--- config.mk ---
export PLATFORM = sky130hd
export DESIGN_NAME = pipeline_hazard_ctrl_flat
export DESIGN_NICKNAME = d
export VERILOG_FILES = /design/src/rtl/pipeline_hazard_ctrl_pkg.sv /design/src/rtl/pipeline_hazard_ctrl_if.sv /design/src/rtl/pipeline_hazard_ctrl_perf_counter.sv /design/src/rtl/pipeline_hazard_ctrl.sv /design/src/flat_wrapper.sv
export SDC_FILE = /design/constraint.sdc
export NUM_CORES = 1
export LEC_CHECK = 0
export ABC_CLOCK_PERIOD_IN_PS = 3700
export CORE_UTILIZATION = 54
export CTS_CLUSTER_SIZE = 14
export DETAILED_ROUTE_END_ITERATION = 12
export PLACE_DENSITY = 0.95
export SLEW_MARGIN = 20
export SYNTH_ARGS = -nofsm -noshare
export SYNTH_HDL_FRONTEND = slang
export SYNTH_SLANG_ARGS = --single-unit
--- constraint.sdc ---
create_clock -name clk -period 3.7 [get_ports clk]
set_input_delay 0.74 -clock clk [delete_from_list [all_inputs] [get_ports clk]]
set_output_delay 0.74 -clock clk [all_outputs]
set_load 0.05 [all_outputs]
--- src/rtl/pipeline_hazard_ctrl_pkg.sv ---
// Shared encodings for the stall/flush sequencer: FSM states, PC source
// selects, counter-clear MMIO address and the redirect decision.
package pipeline_hazard_ctrl_pkg;

    typedef enum logic [1:0] {
        RUN   = 2'd0,
        STALL = 2'd1,
        FLUSH = 2'd2
    } state_t;

    localparam logic [1:0] PC_SEL_PC4     = 2'd0;
    localparam logic [1:0] PC_SEL_ALU     = 2'd1;
    localparam logic [1:0] PC_SEL_RECOVER = 2'd2;
    localparam logic [1:0] PC_SEL_HOLD    = 2'd3;

    localparam logic [31:0] CNT_CLR_ADDR = 32'h8000_0018;

    // Fetch went the wrong way: jumps always redirect, branches redirect when
    // the outcome differs from what fetch assumed (not-taken when bp_en=0).
    function automatic logic redirect_needed(input logic is_br, input logic is_jump,
                                             input logic br_taken, input logic br_pred_taken,
                                             input logic bp_en);
        return is_jump
             | (is_br & bp_en & (br_taken != br_pred_taken))
             | (is_br & !bp_en & br_taken);
    endfunction

endpackage

--- src/rtl/pipeline_hazard_ctrl_if.sv ---
// Execute-stage flags in, stage controls and counters out. master = core side,
// slave = sequencer. br_cnt/br_mispred_cnt exist only with BP_STATS_EN.
interface pipeline_hazard_ctrl_if #(
    parameter int CNT_W = 32
);
    // Flags are sampled combinationally by the sequencer in the same cycle;
    // controls are valid for that cycle and acted on at the next clock edge.
    logic             inst_valid_ex;
    logic             execute_hazard;
    logic             is_br;
    logic             is_jump;
    logic             br_taken;
    logic             br_pred_taken;
    logic             bp_en;
    logic             counter_clr;
    logic             stall_if;
    logic             stall_ex;
    logic             bubble_mem;
    logic             flush_id;
    logic [1:0]       pc_sel;
    logic [CNT_W-1:0] cycle_cnt;
    logic [CNT_W-1:0] inst_cnt;
`ifdef BP_STATS_EN
    logic [CNT_W-1:0] br_cnt;
    logic [CNT_W-1:0] br_mispred_cnt;
`endif
    pipeline_hazard_ctrl_pkg::state_t state;

`ifdef BP_STATS_EN
    modport master (
        output inst_valid_ex, execute_hazard, is_br, is_jump, br_taken, br_pred_taken,
               bp_en, counter_clr,
        input  stall_if, stall_ex, bubble_mem, flush_id, pc_sel, cycle_cnt, inst_cnt,
               br_cnt, br_mispred_cnt, state
    );
    modport slave (
        input  inst_valid_ex, execute_hazard, is_br, is_jump, br_taken, br_pred_taken,
               bp_en, counter_clr,
        output stall_if, stall_ex, bubble_mem, flush_id, pc_sel, cycle_cnt, inst_cnt,
               br_cnt, br_mispred_cnt, state
    );
`else
    modport master (
        output inst_valid_ex, execute_hazard, is_br, is_jump, br_taken, br_pred_taken,
               bp_en, counter_clr,
        input  stall_if, stall_ex, bubble_mem, flush_id, pc_sel, cycle_cnt, inst_cnt,
               state
    );
    modport slave (
        input  inst_valid_ex, execute_hazard, is_br, is_jump, br_taken, br_pred_taken,
               bp_en, counter_clr,
        output stall_if, stall_ex, bubble_mem, flush_id, pc_sel, cycle_cnt, inst_cnt,
               state
    );
`endif
endinterface

--- src/rtl/pipeline_hazard_ctrl_perf_counter.sv ---
// Wrapping performance counter; a synchronous clear beats a same-cycle increment.
module perf_counter #(
    parameter int CNT_W = 32
) (
    input  logic             clk,
    input  logic             rst_n,
    input  logic             inc,
    input  logic             clr,
    output logic [CNT_W-1:0] count
);
    always_ff @(posedge clk or negedge rst_n) begin
        if (!rst_n) begin
            count <= '0;
        end else if (clr) begin
            count <= '0;
        end else if (inc) begin
            count <= count + 1'b1;
        end
    end
endmodule

--- src/rtl/pipeline_hazard_ctrl.sv ---
// Stall/flush sequencer for the 3-stage core plus CSR performance counters.
// Define BP_STATS_EN to add the branch and branch-mispredict counters.
module pipeline_hazard_ctrl #(
    parameter int STALL_CYCLES = 1,
    parameter int FLUSH_CYCLES = 1,
    parameter int CNT_W        = 32
) (
    input logic                  clk,
    input logic                  rst_n,
    pipeline_hazard_ctrl_if.slave bus
);
    import pipeline_hazard_ctrl_pkg::*;

    localparam logic [2:0] STALL_LOAD = 3'(STALL_CYCLES - 1);
    localparam logic [2:0] FLUSH_LOAD = 3'(FLUSH_CYCLES - 1);

    state_t     state;
    logic [2:0] down_cnt;
    logic       hazard;
    logic       redirect;
    logic [1:0] redirect_sel;
    logic       stall;
    logic       flush;
    logic [1:0] pc_sel;
    logic       retire;

    assign hazard       = bus.inst_valid_ex & bus.execute_hazard;
    assign redirect     = bus.inst_valid_ex & redirect_needed(bus.is_br, bus.is_jump,
                              bus.br_taken, bus.br_pred_taken, bus.bp_en);
    assign redirect_sel = (bus.is_jump | bus.br_taken) ? PC_SEL_ALU : PC_SEL_RECOVER;

    // RUN decisions are Mealy so the pipeline reacts in the hazard cycle itself.
    always_comb begin
        stall  = 1'b0;
        flush  = 1'b0;
        pc_sel = PC_SEL_PC4;
        case (state)
            RUN: begin
                if (hazard) begin
                    stall  = 1'b1;
                    pc_sel = PC_SEL_HOLD;
                end else if (redirect) begin
                    flush  = 1'b1;
                    pc_sel = redirect_sel;
                end else if (bus.inst_valid_ex & bus.bp_en & bus.is_br
                             & bus.br_pred_taken & bus.br_taken) begin
                    pc_sel = PC_SEL_ALU;
                end
            end
            STALL: begin
                stall  = 1'b1;
                pc_sel = PC_SEL_HOLD;
            end
            FLUSH: begin
                flush = 1'b1;
            end
            default: begin
                stall  = 1'b0;
            end
        endcase
    end

    // down_cnt holds the extra cycles still owed after the first stall/flush cycle.
    always_ff @(posedge clk or negedge rst_n) begin
        if (!rst_n) begin
            state    <= RUN;
            down_cnt <= '0;
        end else begin
            case (state)
                RUN: begin
                    if (hazard) begin
                        down_cnt <= STALL_LOAD;
                        state    <= (STALL_CYCLES > 1) ? STALL : RUN;
                    end else if (redirect) begin
                        down_cnt <= FLUSH_LOAD;
                        state    <= (FLUSH_CYCLES > 1) ? FLUSH : RUN;
                    end
                end
                STALL, FLUSH: begin
                    if (down_cnt != 3'd0) begin
                        down_cnt <= down_cnt - 3'd1;
                    end
                    if (down_cnt <= 3'd1) begin
                        state <= RUN;
                    end
                end
                default: begin
                    state    <= RUN;
                    down_cnt <= '0;
                end
            endcase
        end
    end

    assign retire = bus.inst_valid_ex & !stall;

    perf_counter #(.CNT_W(CNT_W)) u_cycle_cnt (
        .clk   (clk),
        .rst_n (rst_n),
        .inc   (1'b1),
        .clr   (bus.counter_clr),
        .count (bus.cycle_cnt)
    );

    perf_counter #(.CNT_W(CNT_W)) u_inst_cnt (
        .clk   (clk),
        .rst_n (rst_n),
        .inc   (retire),
        .clr   (bus.counter_clr),
        .count (bus.inst_cnt)
    );

`ifdef BP_STATS_EN
    logic br_mispred;

    assign br_mispred = bus.is_br & (bus.bp_en ? (bus.br_taken != bus.br_pred_taken)
                                               : bus.br_taken);

    perf_counter #(.CNT_W(CNT_W)) u_br_cnt (
        .clk   (clk),
        .rst_n (rst_n),
        .inc   (retire & bus.is_br),
        .clr   (bus.counter_clr),
        .count (bus.br_cnt)
    );

    perf_counter #(.CNT_W(CNT_W)) u_br_mispred_cnt (
        .clk   (clk),
        .rst_n (rst_n),
        .inc   (retire & br_mispred),
        .clr   (bus.counter_clr),
        .count (bus.br_mispred_cnt)
    );
`endif

    assign bus.stall_if   = stall;
    assign bus.stall_ex   = stall;
    assign bus.bubble_mem = stall;
    assign bus.flush_id   = flush;
    assign bus.pc_sel     = pc_sel;
    assign bus.state      = state;

endmodule

--- src/flat_wrapper.sv ---
// flat-port wrapper written by rule: the top's interface ports become plain ports
module pipeline_hazard_ctrl_flat import pipeline_hazard_ctrl_pkg::*;
#(
    parameter int STALL_CYCLES = 1,
    parameter int FLUSH_CYCLES = 1,
    parameter int CNT_W        = 32
)
  (clk, rst_n, bus_inst_valid_ex, bus_execute_hazard, bus_is_br, bus_is_jump, bus_br_taken, bus_br_pred_taken, bus_bp_en, bus_counter_clr, bus_stall_if, bus_stall_ex, bus_bubble_mem, bus_flush_id, bus_pc_sel, bus_cycle_cnt, bus_inst_cnt, bus_state);
  pipeline_hazard_ctrl_if #(.CNT_W(CNT_W)) bus_i ();
  input logic clk;
  input logic rst_n;
  input wire logic [$bits(bus_i.inst_valid_ex)-1:0] bus_inst_valid_ex;
  input wire logic [$bits(bus_i.execute_hazard)-1:0] bus_execute_hazard;
  input wire logic [$bits(bus_i.is_br)-1:0] bus_is_br;
  input wire logic [$bits(bus_i.is_jump)-1:0] bus_is_jump;
  input wire logic [$bits(bus_i.br_taken)-1:0] bus_br_taken;
  input wire logic [$bits(bus_i.br_pred_taken)-1:0] bus_br_pred_taken;
  input wire logic [$bits(bus_i.bp_en)-1:0] bus_bp_en;
  input wire logic [$bits(bus_i.counter_clr)-1:0] bus_counter_clr;
  output wire logic [$bits(bus_i.stall_if)-1:0] bus_stall_if;
  output wire logic [$bits(bus_i.stall_ex)-1:0] bus_stall_ex;
  output wire logic [$bits(bus_i.bubble_mem)-1:0] bus_bubble_mem;
  output wire logic [$bits(bus_i.flush_id)-1:0] bus_flush_id;
  output wire logic [$bits(bus_i.pc_sel)-1:0] bus_pc_sel;
  output wire logic [$bits(bus_i.cycle_cnt)-1:0] bus_cycle_cnt;
  output wire logic [$bits(bus_i.inst_cnt)-1:0] bus_inst_cnt;
  output wire logic [$bits(bus_i.state)-1:0] bus_state;
  assign bus_i.inst_valid_ex = bus_inst_valid_ex;
  assign bus_i.execute_hazard = bus_execute_hazard;
  assign bus_i.is_br = bus_is_br;
  assign bus_i.is_jump = bus_is_jump;
  assign bus_i.br_taken = bus_br_taken;
  assign bus_i.br_pred_taken = bus_br_pred_taken;
  assign bus_i.bp_en = bus_bp_en;
  assign bus_i.counter_clr = bus_counter_clr;
  assign bus_stall_if = bus_i.stall_if;
  assign bus_stall_ex = bus_i.stall_ex;
  assign bus_bubble_mem = bus_i.bubble_mem;
  assign bus_flush_id = bus_i.flush_id;
  assign bus_pc_sel = bus_i.pc_sel;
  assign bus_cycle_cnt = bus_i.cycle_cnt;
  assign bus_inst_cnt = bus_i.inst_cnt;
  assign bus_state = bus_i.state;
  pipeline_hazard_ctrl #(.STALL_CYCLES(STALL_CYCLES), .FLUSH_CYCLES(FLUSH_CYCLES), .CNT_W(CNT_W)) u_core (.clk(clk), .rst_n(rst_n), .bus(bus_i));
endmodule
==> metrics.yaml <==
outcome:
  status: "finished clean"
cts:
  cts_resized: 0
  cts_hold_buf: 0
  cts-root-buf: "clkbuf_8"
  cts_sinks: 64
  post_cts_buffers: 0
  clk_latency_ps: 330
  cts_buffers: 9
  path_clk_slew_ps: 70
  cts_max_level: 3
  cts_tree: "built"
  clock_path_buffers: 2
sta:
  slew_headroom: 0.2209
  setup_tns_ps: 0
  whs_ps: 461.2
  rsz0062_at_grt: "no"
  fin_crit_sh: 0.8645
  hold_violations: 0
  worst_pin_slew_ps: 1158
  period_needed_ps: 3199
  timing_max_transition_violations_final: 0
  setup_viol: 0
  fmax_mhz: 312.6
  skew_ps: 4.344
setup_path:
  reg2reg_slack_ps: 1300
  setup.worst_path.class: "input pin to output pin"
  cp.arrival_ps: 2460
  endpoint_kind: "output pin"
  cp-start-kind: "input pin"
  rr_startpoint: "u_core.u_inst_cnt.count[0]$_DFFE_PN0P_"
  path_max_fanout: 2
  required_ps: 2960
  r2r_end: "u_core.u_inst_cnt.count[26]$_DFFE_PN0P_"
  ff2ff_path_depth: 5
routing:
  dr.pass1.iters: 4
  wl_per_cell_um: 16.63
  routed_wl_um: 8733
  drc: 0
  via_per_inst: 6.257
  drt_iter0_drc: 295
  postRouteAntennaNets: 0
  num_vias: 3285
yosys:
  yosys.area.top_type: "dfrtp_1"
  synth_ff_type: "dfrtp_1"
  post-synth-top-count-cell: "dfrtp_1"
  synth_edf_count: 0
  synth.area.top_cells: "dfrtp_1, a21oi_1, or4_1, o31ai_1, nand4_1"
  ys_top_cells_by_count: "dfrtp_1, a21oi_1, nand2_1, nor2_1, or4_1"
  ys_seq_elements: 64
  synth_cells: 375
  seq_area_frac_synth: 0.4599
  synth_cell_type_count: 42
  synth_area_per_cell_um2: 9.286
  yosys.area.top_type_share: 0.4599
  synth_area_mm2: 0.003482
  synth_warnings: 0
  synthArstFlopShare: 1.000
power:
  power_density_mw_per_mm2: 302.1
  p_leak_nw: 1.598
  vdd_drop_max_mv: 0.2344
placement:
  hpwl_um: 5941
  gp_congestion: 0.8548
  port_buffers: 79
global_route:
  use_met2: 0.4736
  grt_max_degree: 43
  first_global_vias: 3185
  grt.busiest_layer: "met2"
  grt_usage: 0.2819
  use_met1: 0.3569
  grt_pass1_wl_um: 14570
  antenna_found_initial: 0
  grtUsageMet3: 0.04066
  gr-total-overflow: 0
min_path:
  worst_hold_path_type: "input pin to asynchronous set/reset pin"
cells_and_area:
  diodes: 0
  finalNetCount: 458
  fill_cells: 445
  area_delta_synth_final_pct: 26.73
  ff_latch_area_mm2: 0.001602
  multi_input_area_mm2: 0.001718
  drive_gt1_frac: 0.04889
die:
  ios: 82
  die_area_mm2: 0.006773
  fp.dieH_um: 82.30
  core_mm2: 0.006061
  rows: 28
  die_x_um: 82.30
  start_util: 0.5745
run:
  cap_violations: 0
-- cell families (layout without fill, tap and decap cells) --
| kind of cell | Yosys count | count (layout) | share of synthesized area |
|---|---|---|---|
| compound gates | 80 | 80 | 0.1365 |
| xor+xnor | 21 | 21 | 0.05282 |
| fa+ha+maj | 2 | 2 | 0.007185 |
| buf+inv | 32 | 106 | 0.04779 |
| flops | 64 | 64 | 0.4599 |
| mux | 3 | 3 | 0.009701 |
| other cells | 1 | 2 | 0.001077 |
| simple gates | 172 | 172 | 0.2849 |
-- worst max-delay path: stages --
cell             delay, ps
clkdlybuf4s50_1        460
nand2_1                 80
nor4b_1                240
o21a_1                 150
clkdlybuf4s50_1        790
-- routing by layer --
layer,share of wire,vias up
li1,-,1548
met1,0.43,1598
met2,0.51,125
met3,0.053,14
met4,0.013,0
met5,0,-
-- worst max-delay path by stage --
| stage | slack (ps) | end | from | cells past startpoint |
|---|---|---|---|---|
| floorplan | 1220 | u_core.u_inst_cnt.count[31]$_DFFE_PN0P_ | bus_execute_hazard | 6 |
| global placement | 440 | bus_pc_sel[1] | bus_br_pred_taken | 5 |
| detailed placement | 470 | u_core.u_inst_cnt.count[31]$_DFFE_PN0P_ | bus_execute_hazard | 5 |
| CTS | 470 | bus_pc_sel[1] | bus_br_pred_taken | 5 |
| global route | 400 | bus_pc_sel[1] | bus_br_pred_taken | 5 |
| finish | 500 | bus_pc_sel[1] | bus_br_pred_taken | 5 |
-- flip-flops by register name, summed over array words and instances, names as in the netlist --
signal / count
u_core.u_inst_cnt.count: 32
u_core.u_cycle_cnt.count: 32
-- power by group --
group	switching (mW)	total, mW	internal, mW	leakage, nW
registers	0.00532	0.709	0.704	0.891
clock network	0.244	0.522	0.278	0.0838
logic	0.0722	0.102	0.0301	0.623
total	0.322	1.33	1.01	1.60
-- cell usage in the layout, fill, tap and decap left out, types with 12 or more instances in the layout --
cell and count:
a21oi_1 40, or3_1 13, xnor2_1 12, or4_1 25, dfrtp_1 64, o21ai_0 12
o31ai_1 22, nand4_1 20, nand2_1 26, nand3_1 16, clkdlybuf4s50_1 77, nor2_1 26
-- stage by stage --
step	std cells	cell area [um2]	setup slack [ps]	total power, mW	utilization
3_3_place_gp	510	4247	444.3	0.8227	0.7007
5_1_grt	525	4413	404.9	1.374	0.7281
6_report	525	4413	501.5	1.333	0.7281
4_1_cts	525	4413	474.8	1.338	0.7281
3_5_place_dp	510	4247	474.6	0.8248	0.7007
2_1_floorplan	376	3486	1219	0.7800	-
-- layout make-up --
class	instances	area share
Timing Repair Buffer	81	0.1803
Clock buffer	15	0.03771
Inverter	10	0.008506
Sequential cell	64	0.3629
Multi-Input combinational cell	280	0.3893
Tap cell	75	0.02126
(Power assumes the default switching activity.)
